`config.mk`:
```
export PLATFORM = sky130hd
export DESIGN_NAME = key_debouncer
export DESIGN_NICKNAME = d
export VERILOG_FILES = /design/src/rtl/key_debouncer.sv
export SDC_FILE = /design/constraint.sdc
export NUM_CORES = 1
export LEC_CHECK = 0
export BUFFER_PORTS_ARGS = -buffer_cell sky130_fd_sc_hd__buf_2
export CAP_MARGIN = 15
export CORE_MARGIN = 3
export CORE_UTILIZATION = 50
export CTS_CLUSTER_SIZE = 20
export DETAILED_ROUTE_END_ITERATION = 8
export HOLD_SLACK_MARGIN = 0.08
export PLACE_DENSITY = 0.67
export RECOVER_POWER = 25
export SLEW_MARGIN = 0
export SYNTH_ARGS = -nofsm -noshare
export SYNTH_HDL_FRONTEND = slang
export SYNTH_SLANG_ARGS = --single-unit
```
`constraint.sdc`:
```
create_clock -name clk -period 5.1 [get_ports clk]
set_input_delay 0.255 -clock clk [delete_from_list [all_inputs] [get_ports clk]]
set_output_delay 0.255 -clock clk [all_outputs]
set_load 0.05 [all_outputs]
```
`src/rtl/key_debouncer.sv`:
```
// Per-key two-flop synchroniser and stability-count debouncer feeding the
// keys PIO in_port (active-low levels), plus one-cycle press/release strobes.
module key_debouncer #(
    parameter int NUM_KEYS      = 3,
    parameter int CNT_WIDTH     = 16,
    parameter int STABLE_CYCLES = 50000
) (
    input  logic                clk,
    input  logic                reset,
    input  logic [NUM_KEYS-1:0] keys_raw,
    output logic [NUM_KEYS-1:0] keys_db,
    output logic [NUM_KEYS-1:0] press_pulse,
    output logic [NUM_KEYS-1:0] release_pulse
);

    localparam logic [CNT_WIDTH-1:0] LAST = CNT_WIDTH'(STABLE_CYCLES - 1);
    localparam logic [CNT_WIDTH-1:0] ONE  = CNT_WIDTH'(1);

    typedef enum logic {
        ST_STABLE  = 1'b0,
        ST_PENDING = 1'b1
    } state_t;

    logic [NUM_KEYS-1:0] r_sync1;
    logic [NUM_KEYS-1:0] r_sync2;

    // Synchronisers reset to released so reset never fabricates a press.
    always_ff @(posedge clk) begin
        if (reset) begin
            r_sync1 <= '1;
            r_sync2 <= '1;
        end else begin
            r_sync1 <= keys_raw;
            r_sync2 <= r_sync1;
        end
    end

    for (genvar i = 0; i < NUM_KEYS; i++) begin : g_key
        state_t               r_state;
        logic [CNT_WIDTH-1:0] r_cnt;
        logic                 r_db;
        logic                 r_press;
        logic                 r_rel;
        logic                 w_s2;

        assign w_s2 = r_sync2[i];

        always_ff @(posedge clk) begin
            if (reset) begin
                r_state <= ST_STABLE;
                r_cnt   <= '0;
                r_db    <= 1'b1;
                r_press <= 1'b0;
                r_rel   <= 1'b0;
            end else begin
                r_press <= 1'b0;
                r_rel   <= 1'b0;
                unique case (r_state)
                    ST_STABLE: begin
                        if (w_s2 != r_db) begin
                            r_state <= ST_PENDING;
                            r_cnt   <= ONE;
                        end else begin
                            r_cnt   <= '0;
                        end
                    end
                    ST_PENDING: begin
                        if (w_s2 == r_db) begin
                            r_state <= ST_STABLE;
                            r_cnt   <= '0;
                        end else if (r_cnt == LAST) begin
                            r_state <= ST_STABLE;
                            r_cnt   <= '0;
                            r_db    <= w_s2;
                            r_press <= ~w_s2;
                            r_rel   <= w_s2;
                        end else begin
                            r_cnt   <= r_cnt + ONE;
                        end
                    end
                    default: begin
                        r_state <= ST_STABLE;
                        r_cnt   <= '0;
                    end
                endcase
            end
        end

        assign keys_db[i]       = r_db;
        assign press_pulse[i]   = r_press;
        assign release_pulse[i] = r_rel;
    end

endmodule

```
==> results.cfg, run 1 <==
[status]
status = complete, no violations

[finish]
fillerInstances = 515
area_of_all_sequential_standard_cells_um2 = 1321
layout.nets = 330
areaGrowthSynthToFinish_pct = 8.610
finish.utilization = 0.5663
antennaDiodeCount = 0
multiInputGateArea_um2 = 1428
layout-drive-gt1-share = 0.1223

[timing]
setup-violations-final = 0
slew_violations = 0
fin_worst_skew_ps = 7.006
tns_ps = 0
hold_viol = 0
final_cycle_utilization_of_the_critical_path = 0.3485
worst_slew_margin_rel = 0.5832
finalWorstSetupSlack_ps = 3322
timing_worst_slew_pin_value_ps = 625.2
unrepaired_setup_endpoints_after_global_routing = false
fin_hold_ws_ps = 97.29
achievable-frequency_mhz = 562.6
clock_period_minus_worst_slack_ps = 1778

[setup_path]
worstPathCellList = ha_1 > and4_1 > nand4_1 > nand3_1 > nor2_1
critical_path.startpoint_type = flop
critical_path_arrival_ps = 1980
worst_ep_required_time_ps = 5300
critPathMaxFanout = 15
critPathTopFamily = simple AND/OR/NAND/NOR gates
max_stage_delay_ps = 460
critical_path.n_buffers_inverters = 0
setup.worst_path.end_class = flop
critPathSlowestCell = sky130_fd_sc_hd__nand3_1
crit_type = flop to flop

[placed_design]
gp_congestion = 0.7421
detailed_place_hpwl_um = 3373
post-place-ws_ps = 3345
port_buffers = 13

[drt]
drc = 0
routed-wl-met3_um = 174
met2_wire_len_um = 2116
route.layer.met1.wl_um = 2541
detail_route.iter0.violations = 96
vias_after_detailed_routing = 2056
drt_pass1_iterations = 4
route.detailed.wl_per_inst_um = 12.32
routed_wirelength_um = 4917
routed.top_layer = met4
ant_nets = 0
via_per_inst = 5.153

[yosys]
synth_enable_flop_cells = 0
yosys_most_used_dff = sky130_fd_sc_hd__dfxtp_1
synth.yosys.warnings = 0
syn_area_per_cell_um2 = 9.198
postSynthCellCount = 316
yosysSeqAreaShare = 0.4546
post_synth_instance_area_um2 = 2907
synthesis.nets = 324
synth-seq-cells = 66
most_instantiated_library_cell_after_synthesis = sky130_fd_sc_hd__dfxtp_1
cell_types_occupying_the_most_area_after_synthesis = sky130_fd_sc_hd__dfxtp_1, sky130_fd_sc_hd__xnor2_1, sky130_fd_sc_hd__nor2_1, sky130_fd_sc_hd__nand4_1, sky130_fd_sc_hd__nand3_1
synth.distinct_cells = 35
synth_commonest_cells = sky130_fd_sc_hd__dfxtp_1, sky130_fd_sc_hd__nor2_1, sky130_fd_sc_hd__xnor2_1, sky130_fd_sc_hd__nand3_1, sky130_fd_sc_hd__nand4_1
synth_largest_type_area_fraction = 0.4546
post-synth-top-area-cell = sky130_fd_sc_hd__dfxtp_1
async_reset_ff_frac = 0

[global_routing]
grt_first_pass_wirelength_um = 8307
pin_count_of_the_biggest_net_entering_global_routing = 19
first_global_vias = 1834
grtUsageTotal = 0.1601
grt_remaining_overflow = 0
antenna_violations_before_repair = 0

[cts]
cts.htree.levels = 3
ctsLongestPathBuffers = 2
clkTransAtPathRegs_ps = 80
tritoncts = yes
clock_latency_on_the_worst_skew_pair_ps = 330
tritoncts_buffers = 9
clockRootBuffer = sky130_fd_sc_hd__clkbuf_8
cts.sink_count = 66
cts_hold_repair.buffers = 0
cells_resized_by_post_cts_repair = 0
cts_setup_buffers = 0

[power]
power_per_cell_area_nw_per_um2 = 323.2
vdd.ir_drop.worst_uv = 174.9
seqPwrFrac = 0.511
switchingPower_mw = 0.2083
static-leakage-power_nw = 1.008
intPower_mw = 0.8120
p_clk_frac = 0.481
swShare = 0.2041
power.combinational.fraction = 0.009

[floorplanning]
io-pin-count = 14
initial_core_util = 0.5214
die_w_um = 82.25
rows = 27
dieArea_um2 = 6764
design.core.area_um2 = 5574
die_h_um = 82.25

[job]
maxCapViolCount = 0

[min_path]
worst_hold_path_type = input pin to flop
[cells by family (layout without fill, tap and decap cells)]
logic type	after synthesis	in the layout	synth area share
compound gates	3	3	0.006884
xor+xnor	44	44	0.1326
fa+ha+maj	3	3	0.01292
buf+inv	28	39	0.05424
flops	66	66	0.4546
mux	3	3	0.01033
simple gates	169	169	0.3285
[state kept, by name, summed over array words and instances (netlist names)]
signal,count
g_key.r_cnt,48
g_key.r_db,3
g_key.r_press,3
g_key.r_rel,3
g_key.r_state,3
r_sync1,3
r_sync2,3
[worst paths after layout]
| kind | startpoint | end | slack, ps | cells past startpoint |
|---|---|---|---|---|
| setup / recovery | g_key[2].r_cnt[0] | g_key[2].r_cnt[7] | 3320 | 5 |
| hold / removal | keys_raw[1] | r_sync1[1] | 100 | 2 |
| setup reg to reg | g_key[2].r_cnt[0] | g_key[2].r_cnt[7] | 3320 | 5 |
| hold reg to reg | r_sync1[1] | r_sync2[1] | 410 | 1 |
[metrics by stage]
step / instance area [µm²] / instances / total power [mW]
after floorplan: 2907 / 316 / 0.5391
after global placement: 2942 / 383 / 0.5418
after detailed placement: 2942 / 383 / 0.5420
after CTS: 3169 / 399 / 1.032
after global routing: 3157 / 399 / 1.059
final: 3157 / 399 / 1.020
[worst register-to-register path, delay by kind of cell (launching register included)]
family	cells	cell delay [ps]
fa+ha+maj	1	270
flops	1	380
simple gates	4	1000
[final cells by class]
class                   count  share of cell area
flip-flops and latches     66              0.4185
well taps                  72             0.02854
clock buffers              10             0.04360
repair buffers             13             0.01665
inverters                  10             0.01189
clock inverters             6             0.02854
multi-input cells         222              0.4522
[layout by cell type (no fill, tap or decap)]
cell                         count
sky130_fd_sc_hd__a21oi_1         1
sky130_fd_sc_hd__nand3b_4        1
sky130_fd_sc_hd__mux2i_1         3
sky130_fd_sc_hd__nand3_1        18
sky130_fd_sc_hd__clkinv_2        1
sky130_fd_sc_hd__nor2_1         48
sky130_fd_sc_hd__or2_2           7
sky130_fd_sc_hd__and3b_1         1
sky130_fd_sc_hd__clkinvlp_4      1
sky130_fd_sc_hd__and4b_1         2
sky130_fd_sc_hd__nand4b_1        1
sky130_fd_sc_hd__and2_1          3
sky130_fd_sc_hd__nor2_2         10
sky130_fd_sc_hd__and4_1          4
sky130_fd_sc_hd__inv_1          10
sky130_fd_sc_hd__nand2b_1        4
sky130_fd_sc_hd__nor4_2          1
sky130_fd_sc_hd__nand4_1        18
sky130_fd_sc_hd__clkbuf_1       10
sky130_fd_sc_hd__clkinv_4        2
sky130_fd_sc_hd__ha_1            3
sky130_fd_sc_hd__or4b_4          1
sky130_fd_sc_hd__nor4b_1         5
sky130_fd_sc_hd__dfxtp_1        66
sky130_fd_sc_hd__nor3_1         14
sky130_fd_sc_hd__or4b_1          1
sky130_fd_sc_hd__clkbuf_8       10
sky130_fd_sc_hd__nand2_1        11
sky130_fd_sc_hd__nor4bb_1        1
sky130_fd_sc_hd__xor2_1         10
sky130_fd_sc_hd__nor4_1          9
sky130_fd_sc_hd__and3_1          8
sky130_fd_sc_hd__buf_2           3
sky130_fd_sc_hd__bufinv_16       2
sky130_fd_sc_hd__a21boi_0        2
sky130_fd_sc_hd__xnor2_1        34
sky130_fd_sc_hd__nor4_4          1
[power by group through the flow]
stage	Combinational [mW]	Clock, mW	Sequential [mW]
after floorplan	0.00684	0	0.532
after global placement	0.00872	0	0.533
after detailed placement	0.00895	0	0.533
after CTS	0.00899	0.502	0.521
after global routing	0.0100	0.527	0.521
final	0.00871	0.490	0.521
[per-layer routing]
metal  track usage  vias up
li1              -     1078
met1        0.2205      939
met2        0.2292       32
met3       0.03905        7
met4       0.08472        0
met5             0        -
(Power assumes the default switching activity.)
==> inputs of run 2 (changes only) <==
==> constraint.sdc (replaced) <==
create_clock -name clk -period 1.8 [get_ports clk]
set_input_delay 0.09 -clock clk [delete_from_list [all_inputs] [get_ports clk]]
set_output_delay 0.09 -clock clk [all_outputs]
set_load 0.05 [all_outputs]
==> run 2 against run 1 <==
Against the previous run:
- clock power grew to 2.8 times the previous value
- critical path depth is 1 lower
- global-route usage up 0.12 points
- first-iteration DRC count fell by 18%
- sequential power rose to 2.8 times the previous value
- count of clock-buffer cells in the layout did not move
- clock skew increased by 2.9 ps
- register-to-register slack worse by 3200 ps
- via count is 4.6% higher
- total power rose to 2.8 times the previous value
- cell area grew 3.3%
==> results.cfg, run 2 (same netlist as run 1, synthesis figures left out) <==
[cts]
tritoncts = yes
clock_latency_on_the_worst_skew_pair_ps = 340
cts_setup_buffers = 0
tritoncts_buffers = 9
clkTransAtPathRegs_ps = 70
cts.sink_count = 66
cts.htree.levels = 3
clockRootBuffer = sky130_fd_sc_hd__clkbuf_8
ctsLongestPathBuffers = 2

[finish]
area_of_all_sequential_standard_cells_um2 = 1321
layout.nets = 340
fillerInstances = 512
final_cell_count_no_fill = 409
mostFrequentLayoutCell = sky130_fd_sc_hd__dfxtp_1
largest_reg_flops = 48
fin_area_um2 = 3259
areaGrowthSynthToFinish_pct = 12.14
antennaDiodeCount = 0
mostFrequentLayoutCells = sky130_fd_sc_hd__dfxtp_1, sky130_fd_sc_hd__nor2_1, sky130_fd_sc_hd__xnor2_1
multiInputGateArea_um2 = 1454
registers.top_by_ff_count = g_key.r_cnt
layout-drive-gt1-share = 0.1454

[drt]
via_per_inst = 5.257
route.detailed.wl_per_inst_um = 12.39
vias_after_detailed_routing = 2150
drc = 0
routed_wirelength_um = 5069
detail_route.iter0.violations = 79
drt_pass1_iterations = 4
ant_nets = 0

[placed_design]
gp_congestion = 0.8184
numPlacedInstances = 389
detailed_place_hpwl_um = 3378
port_buffers = 13
postPlaceCellArea_um2 = 2987

[global_routing]
antenna_violations_before_repair = 0
grt_remaining_overflow = 0
grtUsageTotal = 0.1613
pin_count_of_the_biggest_net_entering_global_routing = 19
grt_first_pass_wirelength_um = 8231
first_global_vias = 1856

[power]
vdd.ir_drop.worst_uv = 711.0
static-leakage-power_nw = 1.092
power_per_cell_area_nw_per_um2 = 885.9
post-layout-total-power_mw = 2.887

[floorplanning]
die_w_um = 82.25
die_h_um = 82.25
design.core.area_um2 = 5574
io-pin-count = 14
initial_core_util = 0.5214
dieArea_um2 = 6764
rows = 27

[timing]
fin_worst_skew_ps = 9.953
unrepaired_setup_endpoints_after_global_routing = false
final_cycle_utilization_of_the_critical_path = 0.9501
clock_period_minus_worst_slack_ps = 1710
slew_violations = 0
hold_viol = 0
tns_ps = 0
setup-violations-final = 0
timing_worst_slew_pin_value_ps = 602.0
worst_slew_margin_rel = 0.6004
achievable-frequency_mhz = 584.8

[setup_path]
worst_ep_required_time_ps = 2030
critical_path.startpoint_type = flop
setup.worst_path.end_class = flop
critPathMaxFanout = 8
crit_type = flop to flop
critical_path_arrival_ps = 1940

[status]
status = complete, no violations

[job]
maxCapViolCount = 0

[min_path]
worst_hold_path_type = input pin to flop
-- run 2: what timing repair did --
action,CTS,global route
endpoints found under the setup margin,0,2
resized for setup,0,2
endpoints found under the hold margin,3,0
hold buffers,3,0
-- run 2: routing by layer --
layer	GRT usage	up-vias	routed length [µm]
li1	-	1113	-
met1	0.2141	992	2534
met2	0.2268	36	2165
met3	0.06833	9	289
met4	0.06977	0	80
met5	0	-	0
-- run 2: per-stage QoR --
step                      utilization  setup slack [ps]  hold WS [ps]
after CTS                      0.5820             88.98         114.2
after global placement         0.5358             140.9         272.8
final                          0.5847             89.89         126.3
after detailed placement       0.5358             107.6         275.8
after floorplan                     -             172.6         193.8
after global routing           0.5847             3.580         145.1
-- run 2: worst paths after layout --
path | slack (ps) | start | end | cells after the start
hold reg to reg | 410 | r_sync1[1] | r_sync2[1] | 1
hold / removal | 130 | reset | g_key[0].r_press | 2
setup / recovery | 90 | g_key[1].r_cnt[7] | g_key[1].r_cnt[2] | 4
setup reg to reg | 90 | g_key[1].r_cnt[7] | g_key[1].r_cnt[2] | 4
-- run 2: area by class of cell --
class / instances / area share
multi-input cells: 223 / 0.4461
flip-flops and latches: 66 / 0.4054
clock buffers: 10 / 0.04223
repair buffers: 22 / 0.03954
clock inverters: 6 / 0.02764
well taps: 72 / 0.02764
inverters: 10 / 0.01152
-- run 2: critical path, stage by stage (launching register included) --
cell	delay, ps
sky130_fd_sc_hd__dfxtp_1	340
sky130_fd_sc_hd__or4b_4	570
sky130_fd_sc_hd__nor4_2	350
sky130_fd_sc_hd__nand3b_4	270
sky130_fd_sc_hd__nor2_1	70
-- run 2: power breakdown --
part | internal, mW | switching, mW
Combinational | 0.0183 | 0.0151
Sequential | 1.47 | 0.00750
Clock | 0.819 | 0.558
